**src/rtl/loader_pkg.sv**
```systemverilog
// Shared types and constants for the instruction-memory loader.
package loader_pkg;

    localparam int unsigned BYTES_PER_WORD = 4;
    localparam int unsigned LEN_BYTES      = 1;

    typedef enum logic [2:0] {
        StIdle,
        StLen,
        StData,
        StWrite,
        StCsum,
        StDone,
        StErr
    } loader_state_e;

    // Total stream length in bytes for an n-word image (length byte plus payload).
    function automatic int unsigned stream_bytes(input int unsigned n);
        return LEN_BYTES + BYTES_PER_WORD * n;
    endfunction

endpackage

```
**src/rtl/byte_packer.sv**
```systemverilog
// Packs bytes into a 32-bit little-endian word; byte k lands in bits [8k+7:8k].
module byte_packer
    import loader_pkg::*;
(
    input  logic        clk,
    input  logic        rst,
    input  logic        clr,
    input  logic        shift_en,
    input  logic [7:0]  byte_in,
    output logic [31:0] word,
    output logic        last_byte
);

    localparam int unsigned CntW = $clog2(BYTES_PER_WORD);

    logic [CntW-1:0] cnt_q;
    logic [31:0]     word_q;

    // Byte counter and assembly register; the counter wraps naturally after each word.
    always_ff @(posedge clk or posedge rst) begin
        if (rst) begin
            cnt_q  <= '0;
            word_q <= '0;
        end else if (clr) begin
            cnt_q  <= '0;
            word_q <= '0;
        end else if (shift_en) begin
            word_q[{cnt_q, 3'b000} +: 8] <= byte_in;
            cnt_q                        <= cnt_q + CntW'(1);
        end
    end

    assign word      = word_q;
    assign last_byte = (cnt_q == CntW'(BYTES_PER_WORD - 1));

endmodule

```
**src/rtl/inst_mem_loader.sv**
```systemverilog
// Streams a length-prefixed byte image into instruction memory while holding the CPU.
// Optional trailing XOR checksum byte enabled by defining LOADER_CHECKSUM_EN.
module inst_mem_loader
    import loader_pkg::*;
#(
    parameter int unsigned DEPTH  = 64,
    parameter int unsigned ADDR_W = 8
) (
    input  logic              clk,
    input  logic              rst,
    input  logic              start,
    input  logic [7:0]        byte_in,
    input  logic              byte_valid,
    output logic              byte_ready,
    output logic              wr_en,
    output logic [ADDR_W-1:0] wr_addr,
    output logic [31:0]       wr_data,
    output logic              cpu_hold,
    output logic              busy,
    output logic              done,
    output logic              error,
    output logic [ADDR_W-1:0] words_written
);

    loader_state_e     state_q, state_d;
    logic [ADDR_W-1:0] len_q, len_d;
    logic [ADDR_W-1:0] ww_q, ww_d;
    logic [ADDR_W-1:0] ww_inc;
    logic              accept;
    logic              pk_clr, pk_shift, pk_last;
    logic [31:0]       pk_word;
`ifdef LOADER_CHECKSUM_EN
    logic [7:0]        csum_q, csum_d;
`endif

    byte_packer u_packer (
        .clk       (clk),
        .rst       (rst),
        .clr       (pk_clr),
        .shift_en  (pk_shift),
        .byte_in   (byte_in),
        .word      (pk_word),
        .last_byte (pk_last)
    );

    assign accept = byte_valid && byte_ready;
    assign ww_inc = ww_q + ADDR_W'(1);

    // State, length and word-count registers.
    always_ff @(posedge clk or posedge rst) begin
        if (rst) begin
            state_q <= StIdle;
            len_q   <= '0;
            ww_q    <= '0;
`ifdef LOADER_CHECKSUM_EN
            csum_q  <= '0;
`endif
        end else begin
            state_q <= state_d;
            len_q   <= len_d;
            ww_q    <= ww_d;
`ifdef LOADER_CHECKSUM_EN
            csum_q  <= csum_d;
`endif
        end
    end

    // Next-state logic and packer control.
    always_comb begin
        state_d  = state_q;
        len_d    = len_q;
        ww_d     = ww_q;
        pk_clr   = 1'b0;
        pk_shift = 1'b0;
`ifdef LOADER_CHECKSUM_EN
        csum_d   = csum_q;
`endif
        unique case (state_q)
            StIdle, StDone, StErr: begin
                if (start) begin
                    state_d = StLen;
                    ww_d    = '0;
                    pk_clr  = 1'b1;
`ifdef LOADER_CHECKSUM_EN
                    csum_d  = '0;
`endif
                end
            end
            StLen: begin
                if (accept) begin
                    if (byte_in == 8'd0 || {24'd0, byte_in} > DEPTH) begin
                        state_d = StErr;
                    end else begin
                        len_d   = ADDR_W'(byte_in);
                        state_d = StData;
                    end
                end
            end
            StData: begin
                if (accept) begin
                    pk_shift = 1'b1;
`ifdef LOADER_CHECKSUM_EN
                    csum_d   = csum_q ^ byte_in;
`endif
                    if (pk_last) begin
                        state_d = StWrite;
                    end
                end
            end
            StWrite: begin
                ww_d = ww_inc;
                if (ww_inc == len_q) begin
`ifdef LOADER_CHECKSUM_EN
                    state_d = StCsum;
`else
                    state_d = StDone;
`endif
                end else begin
                    state_d = StData;
                end
            end
`ifdef LOADER_CHECKSUM_EN
            StCsum: begin
                if (accept) begin
                    state_d = (byte_in == csum_q) ? StDone : StErr;
                end
            end
`endif
            default: state_d = StIdle;
        endcase
    end

    // Moore-style status outputs decoded from the current state.
    always_comb begin
        byte_ready = 1'b0;
        cpu_hold   = 1'b0;
        busy       = 1'b0;
        done       = 1'b0;
        error      = 1'b0;
        unique case (state_q)
            StLen, StData: begin
                byte_ready = 1'b1;
                cpu_hold   = 1'b1;
                busy       = 1'b1;
            end
            StWrite: begin
                cpu_hold = 1'b1;
                busy     = 1'b1;
            end
`ifdef LOADER_CHECKSUM_EN
            StCsum: begin
                byte_ready = 1'b1;
                cpu_hold   = 1'b1;
            end
`endif
            StDone:  done  = 1'b1;
            StErr:   error = 1'b1;
            default: ;
        endcase
    end

    assign wr_en         = (state_q == StWrite);
    assign wr_addr       = ww_q;
    assign wr_data       = pk_word;
    assign words_written = ww_q;

endmodule

```
**config.mk**
```make
export PLATFORM = sky130hd
export DESIGN_NAME = inst_mem_loader
export DESIGN_NICKNAME = d
export VERILOG_FILES = /design/src/rtl/loader_pkg.sv /design/src/rtl/byte_packer.sv /design/src/rtl/inst_mem_loader.sv
export SDC_FILE = /design/constraint.sdc
export NUM_CORES = 1
export LEC_CHECK = 0
export ABC_AREA = 1
export CAP_MARGIN = 30
export CORE_UTILIZATION = 40
export CTS_BUF_LIST = sky130_fd_sc_hd__clkbuf_4 sky130_fd_sc_hd__clkbuf_8
export DETAILED_ROUTE_END_ITERATION = 7
export PLACE_DENSITY = 0.66
export SYNTH_ARGS = -nofsm -noshare
export SYNTH_HDL_FRONTEND = slang
export SYNTH_SLANG_ARGS = --single-unit
```
**constraint.sdc**
```tcl
create_clock -name clk -period 2.85 [get_ports clk]
set_input_delay 0.4275 -clock clk [delete_from_list [all_inputs] [get_ports clk]]
set_output_delay 0.4275 -clock clk [all_outputs]
set_load 0.03 [all_outputs]
```
After elaboration in Yosys (flattened, before gate mapping)
Cells that the tools add are included.
{"block": "op_classes", "shifts": 2, "bitwise": 1, "mux": 22, "add_sub_neg": 3, "eq_ne": 11, "magnitude_cmp": 1, "reduce_logical": 12}
{"operator": "two-way mux 32 bit", "count": 2}
{"operator": "bitwise mux 32 bit", "count": 1}
{"operator": "variable shift 8 x 7 -> 32 bit, first input constant", "count": 1}
{"operator": "indexed part select 8 x 7 -> 32 bit", "count": 1}
{"operator": "two-way mux 3 bit", "count": 6}
{"operator": "one-hot mux 8 bit (2 select lines)", "count": 1}
{"operator": "one-hot mux 3 bit (4 select lines)", "count": 1}
{"operator": "adder 8 x 1 -> 8 bit, second input constant", "count": 1}
{"operator": "equality test 8 bit", "count": 1}
{"operator": "> comparator 8 x 7 -> 1 bit, second input constant", "count": 1}
{"operator": "logical NOT 8 bit", "count": 1}
{"operator": "two-way mux 1 bit", "count": 8}
{"operator": "two-way mux 8 bit", "count": 1}
{"operator": "!= test 2 bit, second input constant", "count": 4}
{"operator": "negator 5 -> 7 bit", "count": 1}
{"operator": "equality test 3 x 2 -> 1 bit, second input constant", "count": 2}
{"operator": "equality test 3 bit, second input constant", "count": 2}
{"operator": "OR reduction 3 bit", "count": 2}
{"operator": "two-way mux 2 bit", "count": 2}
{"operator": "AND reduction 4 bit", "count": 1}
{"operator": "nonzero test 2 bit", "count": 2}
{"operator": "equality test 3 x 1 -> 1 bit, second input constant", "count": 1}
{"operator": "logical NOT 3 bit", "count": 1}
{"operator": "AND reduction 3 bit", "count": 1}
{"operator": "7 further kinds", "count": 7}
{"block": "totals", "output_inout_bits": 54, "register_bits": 53}

Depth between registers and ports, before layout
Gate-level depths: netlist of run 1.
{"block": "logic_depth", "depth_word": 8, "depth_mapped": 13}

Hierarchy
Synthesis of run 1 repeated with hierarchy kept, for this count alone.
{"block": "unflattened", "cells_unflattened": 389, "area_unflattened_um2": 2909.0}
{"mod": "byte_packer", "seq_area_each_um2": 850.8, "area_each_um2": 1632.8, "cells_each": 202, "n_inst": 1}
{"mod": "inst_mem_loader", "seq_area_each_um2": 475.5, "area_each_um2": 1276.2, "cells_each": 187, "n_inst": 1}

Worst setup path before layout of run 1
No wires, ideal clock.
{"block": "synth_timing", "kind": "reg2reg", "startpoint": "reg u_packer.cnt_q[0]", "endpoint": "reg u_packer.word_q[31], in the netlist u_packer.word[31]", "required_ns": 2.773, "setup_time_ns": 0.077, "period_less_slack_ns": 1.966, "arrival_time_ns": 1.889, "path_stages_with_launch": 9, "setup_slack_ns": 0.884, "path_cell_list": "dfrtp_1 > clkbuf_1 > inv_1 > ha_1 > nor2_1 > inv_1 > nor3_1 > nand2_1 > a21oi_1"}
{"block": "synth_via", "elab_chain_cells": 5}
{"element": "from (decl)", "line_no": "byte_packer.sv:16", "rtl": "logic [CntW-1:0] cnt_q;"}
{"element": "from (signal assigned)", "line_no": "byte_packer.sv:29", "rtl": "cnt_q <= cnt_q + CntW'(1);"}
{"element": "negator 5 -> 7 bit (*)", "line_no": "byte_packer.sv:28", "rtl": "word_q[{cnt_q, 3'b000} +: 8] <= byte_in;"}
{"element": "indexed part select 8 x 7 -> 32 bit / variable shift 8 x 7 -> 32 bit (equally long branches)", "line_no": "byte_packer.sv:28"}
{"element": "bitwise mux 32 bit (*)", "line_no": "byte_packer.sv:28"}
{"element": "two-way mux 32 bit (*)", "line_no": "byte_packer.sv:27", "rtl": "end else if (shift_en) begin"}
{"element": "two-way mux 32 bit (*)", "line_no": "byte_packer.sv:24", "rtl": "end else if (clr) begin"}
{"element": "to (signal, indexed assignment)", "line_no": "byte_packer.sv:28"}
{"element": "to (decl)", "line_no": "byte_packer.sv:17", "rtl": "logic [31:0] word_q;"}
Every way passes the cells marked *; elsewhere a longest branch is shown, timed or not. The select of a mux whose other input is x is not followed.
A chain may end at the register's enable or synchronous reset.

Worst setup path after layout of run 1
{"block": "layout_timing", "startpoint": "reg state_q[1]", "endpoint": "out byte_ready"}
{"block": "layout_via", "elab_chain_cells": 3}
{"element": "from (decl)", "line_no": "inst_mem_loader.sv:25", "rtl": "loader_state_e state_q, state_d;"}
{"element": "from (signal assigned)", "line_no": "inst_mem_loader.sv:52", "rtl": "state_q <= StIdle;"}
{"element": "from (signal assigned)", "line_no": "inst_mem_loader.sv:59", "rtl": "state_q <= state_d;"}
{"element": "equality test 3 x 2 -> 1 bit / equality test 3 x 1 -> 1 bit (equally long branches)", "line_no": "inst_mem_loader.sv:140", "rtl": "unique case (state_q)"}
{"element": "OR reduction 2 bit (*)", "line_no": "inst_mem_loader.sv:140"}
{"element": "two-way mux 1 bit (*)", "line_no": "inst_mem_loader.sv:140"}
{"element": "to (decl)", "line_no": "inst_mem_loader.sv:14", "rtl": "output logic byte_ready,"}
Every way passes the cells marked *; elsewhere a longest branch is shown, timed or not.

==> results of run 1 <==
## cells in the mapped netlist
cell type and number:
a21oi_1 22, a21oi_2 1, a31oi_1 1, and2_1 2
buf_2 4, buf_4 11, buf_6 2, clkbuf_1 2
dfrtp_1 53, ha_1 7, inv_1 42, inv_2 5
inv_4 1, nand2_1 90, nand2_2 2, nand2_4 1
nand3_1 32, nand3_2 1, nand3b_1 1, nand4_1 15
nand4_2 1, nor2_1 23, nor2_2 6, nor2_4 3
nor3_1 5, nor3_4 1, nor4_4 1, o21ai_0 21
o21ai_1 7, o22ai_1 3, o32ai_1 2, or2_2 3
## kinds of logic after synthesis
| group | after synthesis | share of synthesized area |
|---|---|---|
| AOI/OAI and AO/OA | 57 | 0.103 |
| adders and majority gates | 7 | 0.0299 |
| buffers and inverters | 67 | 0.108 |
| DFF | 53 | 0.453 |
| and+or+nand+nor | 187 | 0.306 |
## worst reg2reg max path, stage by stage, from the launching register on
cell     delay (ns)
dfrtp_1        0.43
inv_1          0.14
ha_1           0.37
inv_1          0.18
nor4_4         0.30
inv_1          0.10
o32ai_1        0.23
## power groups by stage
stage / sequential [mW] / combinational, mW / clock [mW]
after CTS: 1.11 / 2.00 / 0.555
after global placement: 1.12 / 1.97 / 0
after global routing: 1.14 / 2.20 / 0.585
final: 1.11 / 1.99 / 0.544
after floorplan: 1.27 / 1.28 / 0
after detailed placement: 1.12 / 2.00 / 0
## placed cells by master (no fill, tap or decap), types with 2 or more instances in the layout
cell type        Yosys  routed
a21oi_1             22      22
and2_1               2       2
buf_4               11       5
clkbuf_8             0       6
clkdlybuf4s50_1      0      65
dfrtp_1             53      53
ha_1                 7       7
inv_1               42      41
inv_2                5       6
nand2_1             90      90
nand2_2              2       2
nand3_1             32      32
nand4_1             15      15
nor2_1              23      23
nor2_2               6       6
nor2_4               3       3
nor3_1               5       5
o21ai_0             21      21
o21ai_1              7       7
o22ai_1              3       3
o32ai_1              2       2
or2_2                3       3
## how the worst max path moves through the flow
| stage | startpoint | end | slack [ns] |
|---|---|---|---|
| 2_1_floorplan | u_packer.cnt_q[0] | u_packer.word[31] | 0.88 |
| 3_3_place_gp | state_q[1] | byte_ready | 0.70 |
| 3_5_place_dp | state_q[1] | byte_ready | 0.72 |
| 4_1_cts | state_q[1] | byte_ready | 0.37 |
| 5_1_grt | state_q[1] | byte_ready | 0.26 |
| 6_report | state_q[1] | byte_ready | 0.38 |
## flip-flops by register name (all words and copies together), names as in the netlist
register        flops
u_packer.cnt_q      2
u_packer.word      32
state_q             3
words_written       8
len_q               8
## layer usage
layer,share of wire,GRT usage
met1,0.46,0.266
met3,0.060,0.0434
met5,0,0
met4,0.018,0.0507
met2,0.46,0.325
## layout make-up
type | instances | area [um^2] | area share
sequential | 53 | 1330 | 0.356
multi-input combinational | 251 | 1290 | 0.345
timing repair buffer | 70 | 688 | 0.185
inverter | 48 | 183 | 0.0491
tap | 96 | 120 | 0.0323
clock buffer | 7 | 90.1 | 0.0242
clock inverter | 1 | 30.0 | 0.00806
==> impl_metrics.ini, run 1 <==
[drt]
routed_wl_um = 6950
vias = 2583
firstDrtPassIters = 4
wl_per_cell_um = 13.2
drtIter0Drc = 82
drc_errors = 0
ant_nets = 0
viasPerCell = 4.91

[pwr]
p_switching_mw = 1.72
seq_power_share = 0.304
power.density_nw_per_um2 = 977
internal_power_mw = 1.91
power.total_mw = 3.64
p_comb_frac = 0.546
vdd_drop_max_mv = 0.311
power_frac_clock = 0.149
leakagePower_nw = 1.65
swShare = 0.474

[logic_synthesis]
synthTopCellsByArea = dfrtp_1 45%, nand2_1 12%, nand3_1 5.5%
synth_top_area_share = 0.453
syn-num-nets = 390
netlist_area_um2 = 2930
synth-seq-cells = 53
ys_seq_area_frac = 0.453
ys_warn_count = 0
yosysTopAreaCell = dfrtp_1
synth_cell_types = 32
synth.avg_cell_area_um2 = 7.89
syn_inst = 371

[worst_setup_path]
cp.arrival_ns = 2.04
r2r_cells = 6
endpoint_kind = output pin
slowest_stage = clkdlybuf4s50_1
cp-start-kind = register
cp.depth = 6
cp_cell_sequence = inv_2 -> nand2_1 -> nor2_1 -> inv_1 -> nand2_1 -> clkdlybuf4s50_1
critPathMaxStageDelay_ns = 0.68
required_ns = 2.42
regToRegStartpoint = u_packer.cnt_q[1]
worst-setup-path-type = reg2out
timing.rr.end = u_packer.word[3]
crit_path_frequent_cell = nand2_1
cp_top_family = buffers and inverters
cp_max_fo = 5
path_buf_inv = 3
r2r_setup_slack_ns = 1.00

[clock_network]
htree_levels = 2
clock-root-buffer = clkbuf_8
cts.sinks = 53
post-cts-setup-buffer-count = 0
ctsResizeCount = 0
clkTransAtPathRegs_ns = 0.09
cts.hold.buffers_added = 0
clock_latency_ns = 0.31
cts_buffers = 5
clockBufferDepth = 2
cts_tree = done

[timing]
fmax_mhz = 406
setup_violations = 0
skew_ns = 0.00426
worst-slew-pin-transition_ns = 0.501
slew_violations = 0
fin_crit_ns = 2.47
tns_ns = 0
fin_crit_sh = 0.865
slew-limit-headroom = 0.665
rsz0062_at_grt = no
whs_ns = 0.464
finalWorstSetupSlack_ns = 0.384
hold_violations = 0

[hold_path]
hold_path.class = in2async

[cells_and_area]
final_area_um2 = 3720
final_nets = 448
areaGrowthSynthToFinish_pct = 27.2
drive_gt1_frac = 0.0930
diodes = 0
fill_cells = 657
layout.cells.non_filler = 526
fin_util = 0.536

[placed_design]
place_ws_ns = 0.723
dpl.cell_count = 518
gp_congestion = 0.860
placedInstanceArea_um2 = 3600
dpl.hpwl_um = 5310
io_buffer_count = 65

[global_routing]
grt_pass1_vias = 2414
antenna_found_initial = 0
grt_start_max_net_pins = 24
track_usage = 0.198
grt_pass1_wl_um = 11700
overflow = 0

[flow_run]
drv_cap = 0

[status]
status = complete, no violations

[floorplan]
rows = 30
initial_utilization = 0.422
core-area_um2 = 6940
die_h_um = 87.6
fp.dieW_um = 87.6
ios = 66
dieArea_um2 = 7670
Power figures use the tool's default switching activity.
==> run 2: changes to the inputs <==
CELL_PAD_IN_SITES_DETAIL_PLACEMENT = 0   (was not set)
CELL_PAD_IN_SITES_GLOBAL_PLACEMENT = 1   (was not set)
CORE_UTILIZATION = 38   (was 40)
PLACE_DENSITY = not set   (was 0.66)
PLACE_DENSITY_LB_ADDON = 0.1   (was not set)
==> impl_metrics.ini, run 2 (same netlist as run 1, synthesis figures left out) <==
[floorplan]
ios = 66
initial_utilization = 0.399
dieArea_um2 = 8060
die_h_um = 89.8
rows = 31
core-area_um2 = 7330
fp.dieW_um = 89.8

[pwr]
vdd_drop_max_mv = 0.427
power.density_nw_per_um2 = 964
power.total_mw = 3.58
leakagePower_nw = 1.64

[timing]
hold_violations = 0
tns_ns = 0
whs_ns = 0.476
slew-limit-headroom = 0.625
worst-slew-pin-transition_ns = 0.561
finalWorstSetupSlack_ns = 0.356
skew_ns = 0.0106
fin_crit_sh = 0.875
fmax_mhz = 401
fin_crit_ns = 2.49
slew_violations = 0
rsz0062_at_grt = no
setup_violations = 0

[global_routing]
antenna_found_initial = 0
grt_start_max_net_pins = 25
overflow = 0
grt_pass1_vias = 2559
track_usage = 0.196
grt_pass1_wl_um = 12700

[worst_setup_path]
r2r_setup_slack_ns = 0.93
cp_cell_sequence = inv_2 -> nand2_1 -> nor2_1 -> inv_1 -> nand2_1 -> clkdlybuf4s50_1
cp.arrival_ns = 2.07
crit_path_frequent_cell = nand2_1
critPathMaxStageDelay_ns = 0.67
cp_max_fo = 5
slowest_stage = clkdlybuf4s50_1
endpoint_kind = output pin
cp-start-kind = register
required_ns = 2.42
worst-setup-path-type = reg2out

[clock_network]
clkTransAtPathRegs_ns = 0.10
cts.sinks = 53
ctsResizeCount = 0
cts_tree = done
clockBufferDepth = 2
cts_buffers = 5
cts.hold.buffers_added = 0
clock-root-buffer = clkbuf_8
clock_latency_ns = 0.30
htree_levels = 2
post-cts-setup-buffer-count = 0

[hold_path]
hold_path.class = in2async

[drt]
drtIter0Drc = 130
wl_per_cell_um = 14.1
viasPerCell = 4.89
ant_nets = 0
routed_wl_um = 7460
vias = 2590
firstDrtPassIters = 4
drc_errors = 0

[placed_design]
placedInstanceArea_um2 = 3610
dpl.cell_count = 522
dpl.hpwl_um = 5720
io_buffer_count = 65
gp_congestion = 0.816
place_ws_ns = 0.656

[cells_and_area]
diodes = 0
layout.cells.non_filler = 530
final_common_cell = nand2_1
fill_cells = 710
fin_util = 0.506
areaGrowthSynthToFinish_pct = 26.8
largest_reg_flops = 32
final_cell_mix = 90 x nand2_1, 65 x clkdlybuf4s50_1, 53 x dfrtp_1
drive_gt1_frac = 0.0951
final_nets = 449
final_area_um2 = 3710

[status]
status = complete, no violations

[flow_run]
drv_cap = 0
-- run 2: cell types whose count changed in the layout (fill, tap and decap cells not counted) --
cell,before,now
clkinv_4,0,1
clkbuf_4,1,0
bufinv_16,1,0
clkinv_2,0,1
buf_4,5,6
-- run 2: worst paths after layout --
kind                       cells after the start              start                end
min                                            2                rst   u_packer.word[4]
min reg2reg                                    2  u_packer.word[13]  u_packer.word[13]
max in group asynchronous                      3                rst         state_q[1]
max reg2reg                                    6  u_packer.cnt_q[1]   u_packer.word[4]
min in group clk                               2  u_packer.word[13]  u_packer.word[13]
max                                            6         state_q[1]         byte_ready
-- run 2: final cells by class --
cell class                 count  area (um^2)  area share
multi-input combinational    251         1290       0.347
inverter                      48          183      0.0492
sequential                    53         1330       0.357
tap                           99          124      0.0334
clock buffer                   6         82.6      0.0223
clock inverter                 2         13.8     0.00371
timing repair buffer          71          696       0.187
-- run 2: critical path, delay by kind of cell (launching register included) --
family	cells	cell delay (ns)
and+or+nand+nor	3	0.46
DFF	1	0.45
buffers and inverters	3	0.86
-- run 2: per-layer routing --
| metal | vias to the layer above | global-route usage | wire (um) |
|---|---|---|---|
| li1 | 1321 | - | - |
| met1 | 1210 | 0.263 | 3470 |
| met2 | 51 | 0.329 | 3670 |
| met3 | 8 | 0.0262 | 209 |
| met4 | 0 | 0.0574 | 110 |
| met5 | - | 0 | 0 |
-- run 2: report_power, final --
group          switching [mW]  total [mW]  internal, mW
clock network           0.251       0.449         0.198
registers               0.188        1.11         0.923
logic                    1.32        2.02         0.701
==> run 3: changes to the inputs <==
CORE_UTILIZATION = 34   (was 38)
clock period = 2.2 ns   (was 2.85 ns; I/O delays follow)
==> impl_metrics.ini, run 3 (same netlist as run 1, synthesis figures left out) <==
[status]
status = complete, no violations

[drt]
vias = 2548
firstDrtPassIters = 4
viasPerCell = 4.70
drtIter0Drc = 68
drc_errors = 0
routed_wl_um = 7550
ant_nets = 0
wl_per_cell_um = 13.9

[cells_and_area]
final_nets = 455
fin_util = 0.460
areaGrowthSynthToFinish_pct = 29.7
drive_gt1_frac = 0.108
final_cell_mix = 90 x nand2_1, 64 x clkdlybuf4s50_1, 53 x dfrtp_1
diodes = 0
largest_reg_flops = 32
final_common_cell = nand2_1

[timing]
fin_crit_ns = 2.10
fmax_mhz = 477
slew-limit-headroom = 0.654
rsz0062_at_grt = no
tns_ns = 0
setup_violations = 0
fin_crit_sh = 0.953
hold_violations = 0
skew_ns = 0.0114
finalWorstSetupSlack_ns = 0.104
worst-slew-pin-transition_ns = 0.517
slew_violations = 0

[placed_design]
place_ws_ns = 0.239
gp_congestion = 0.836
io_buffer_count = 65
dpl.hpwl_um = 5740

[pwr]
power.total_mw = 4.81
internal_power_mw = 2.53
swShare = 0.474
leakagePower_nw = 1.69
vdd_drop_max_mv = 0.380
power.density_nw_per_um2 = 1270
p_comb_frac = 0.558
power_frac_clock = 0.146
p_switching_mw = 2.28
seq_power_share = 0.296

[worst_setup_path]
cp-start-kind = register
worst-setup-path-type = reg2out
endpoint_kind = output pin
cp_max_fo = 6
timing.rr.end = u_packer.word[23]
required_ns = 1.87
regToRegStartpoint = u_packer.cnt_q[1]
r2r_cells = 6
r2r_setup_slack_ns = 0.35
cp.arrival_ns = 1.77

[hold_path]
hold_path.class = in2async

[floorplan]
ios = 66
initial_utilization = 0.355
dieArea_um2 = 8990
fp.dieW_um = 94.8
core-area_um2 = 8260
die_h_um = 94.8
rows = 33

[clock_network]
cts_tree = done
clkTransAtPathRegs_ns = 0.10
cts.hold.buffers_added = 0
cts_buffers = 5
post-cts-setup-buffer-count = 0
clock-root-buffer = clkbuf_8
clockBufferDepth = 2
cts.sinks = 53
clock_latency_ns = 0.31
htree_levels = 2

[global_routing]
antenna_found_initial = 0
grt_start_max_net_pins = 23
grt_pass1_wl_um = 12300
overflow = 0
grt_pass1_vias = 2427
track_usage = 0.181

[flow_run]
drv_cap = 0
run 3: power groups by stage:
stage          registers (mW)  logic (mW)  clock network [mW]
4_1_cts                  1.43        2.71               0.723
3_5_place_dp             1.45        2.71                   0
6_report                 1.43        2.68               0.701
2_1_floorplan            1.65        1.66                   0
3_3_place_gp             1.44        2.70                   0
5_1_grt                  1.47        2.95               0.760
run 3: critical path, cell delays in order, from the launching register on:
cell             delay [ns]
dfrtp_1                0.48
nor3_4                 0.28
clkdlybuf4s50_1        0.71
run 3: layout make-up:
type / instances / area, um^2
Fill cell: 870 / 4460
Clock buffer: 7 / 90.1
Multi-Input combinational cell: 251 / 1290
Tap cell: 105 / 131
Sequential cell: 53 / 1330
Clock inverter: 1 / 30.0
Inverter: 48 / 183
Timing Repair Buffer: 77 / 752
run 3: per-stage QoR:
stage	cell area [um^2]	std cells	hold slack [ns]
after floorplan	2930	371	0.453
after global placement	3680	534	0.469
final	3800	542	0.369
after global routing	3800	542	0.406
after CTS	3800	542	0.386
after detailed placement	3680	534	0.479
run 3: timing repair:
action                                 CTS  global route
setup endpoints to repair                1             0
endpoints found under the hold margin    0             0
gates resized for setup                  1             0
run 3: per-layer routing:
metal | global-route usage | routed length (um) | vias to the layer above | part of all wire
li1 | - | - | 1335 | -
met1 | 0.244 | 3680 | 1162 | 0.49
met2 | 0.299 | 3550 | 45 | 0.47
met3 | 0.0314 | 237 | 6 | 0.031
met4 | 0.0455 | 75 | 0 | 0.0099
met5 | 0 | 0 | - | 0
run 3: worst max path at each step:
stage | endpoint | slack [ns] | cells past startpoint | from
final | wr_en | 0.10 | 2 | state_q[2]
after global routing | wr_en | 0.05 | 2 | state_q[2]
after CTS | wr_en | 0.07 | 2 | state_q[2]
after detailed placement | len_q[5] | 0.24 | 9 | byte_in[5]
after global placement | len_q[5] | 0.29 | 9 | byte_in[5]
after floorplan | u_packer.word[31] | 0.23 | 8 | u_packer.cnt_q[0]
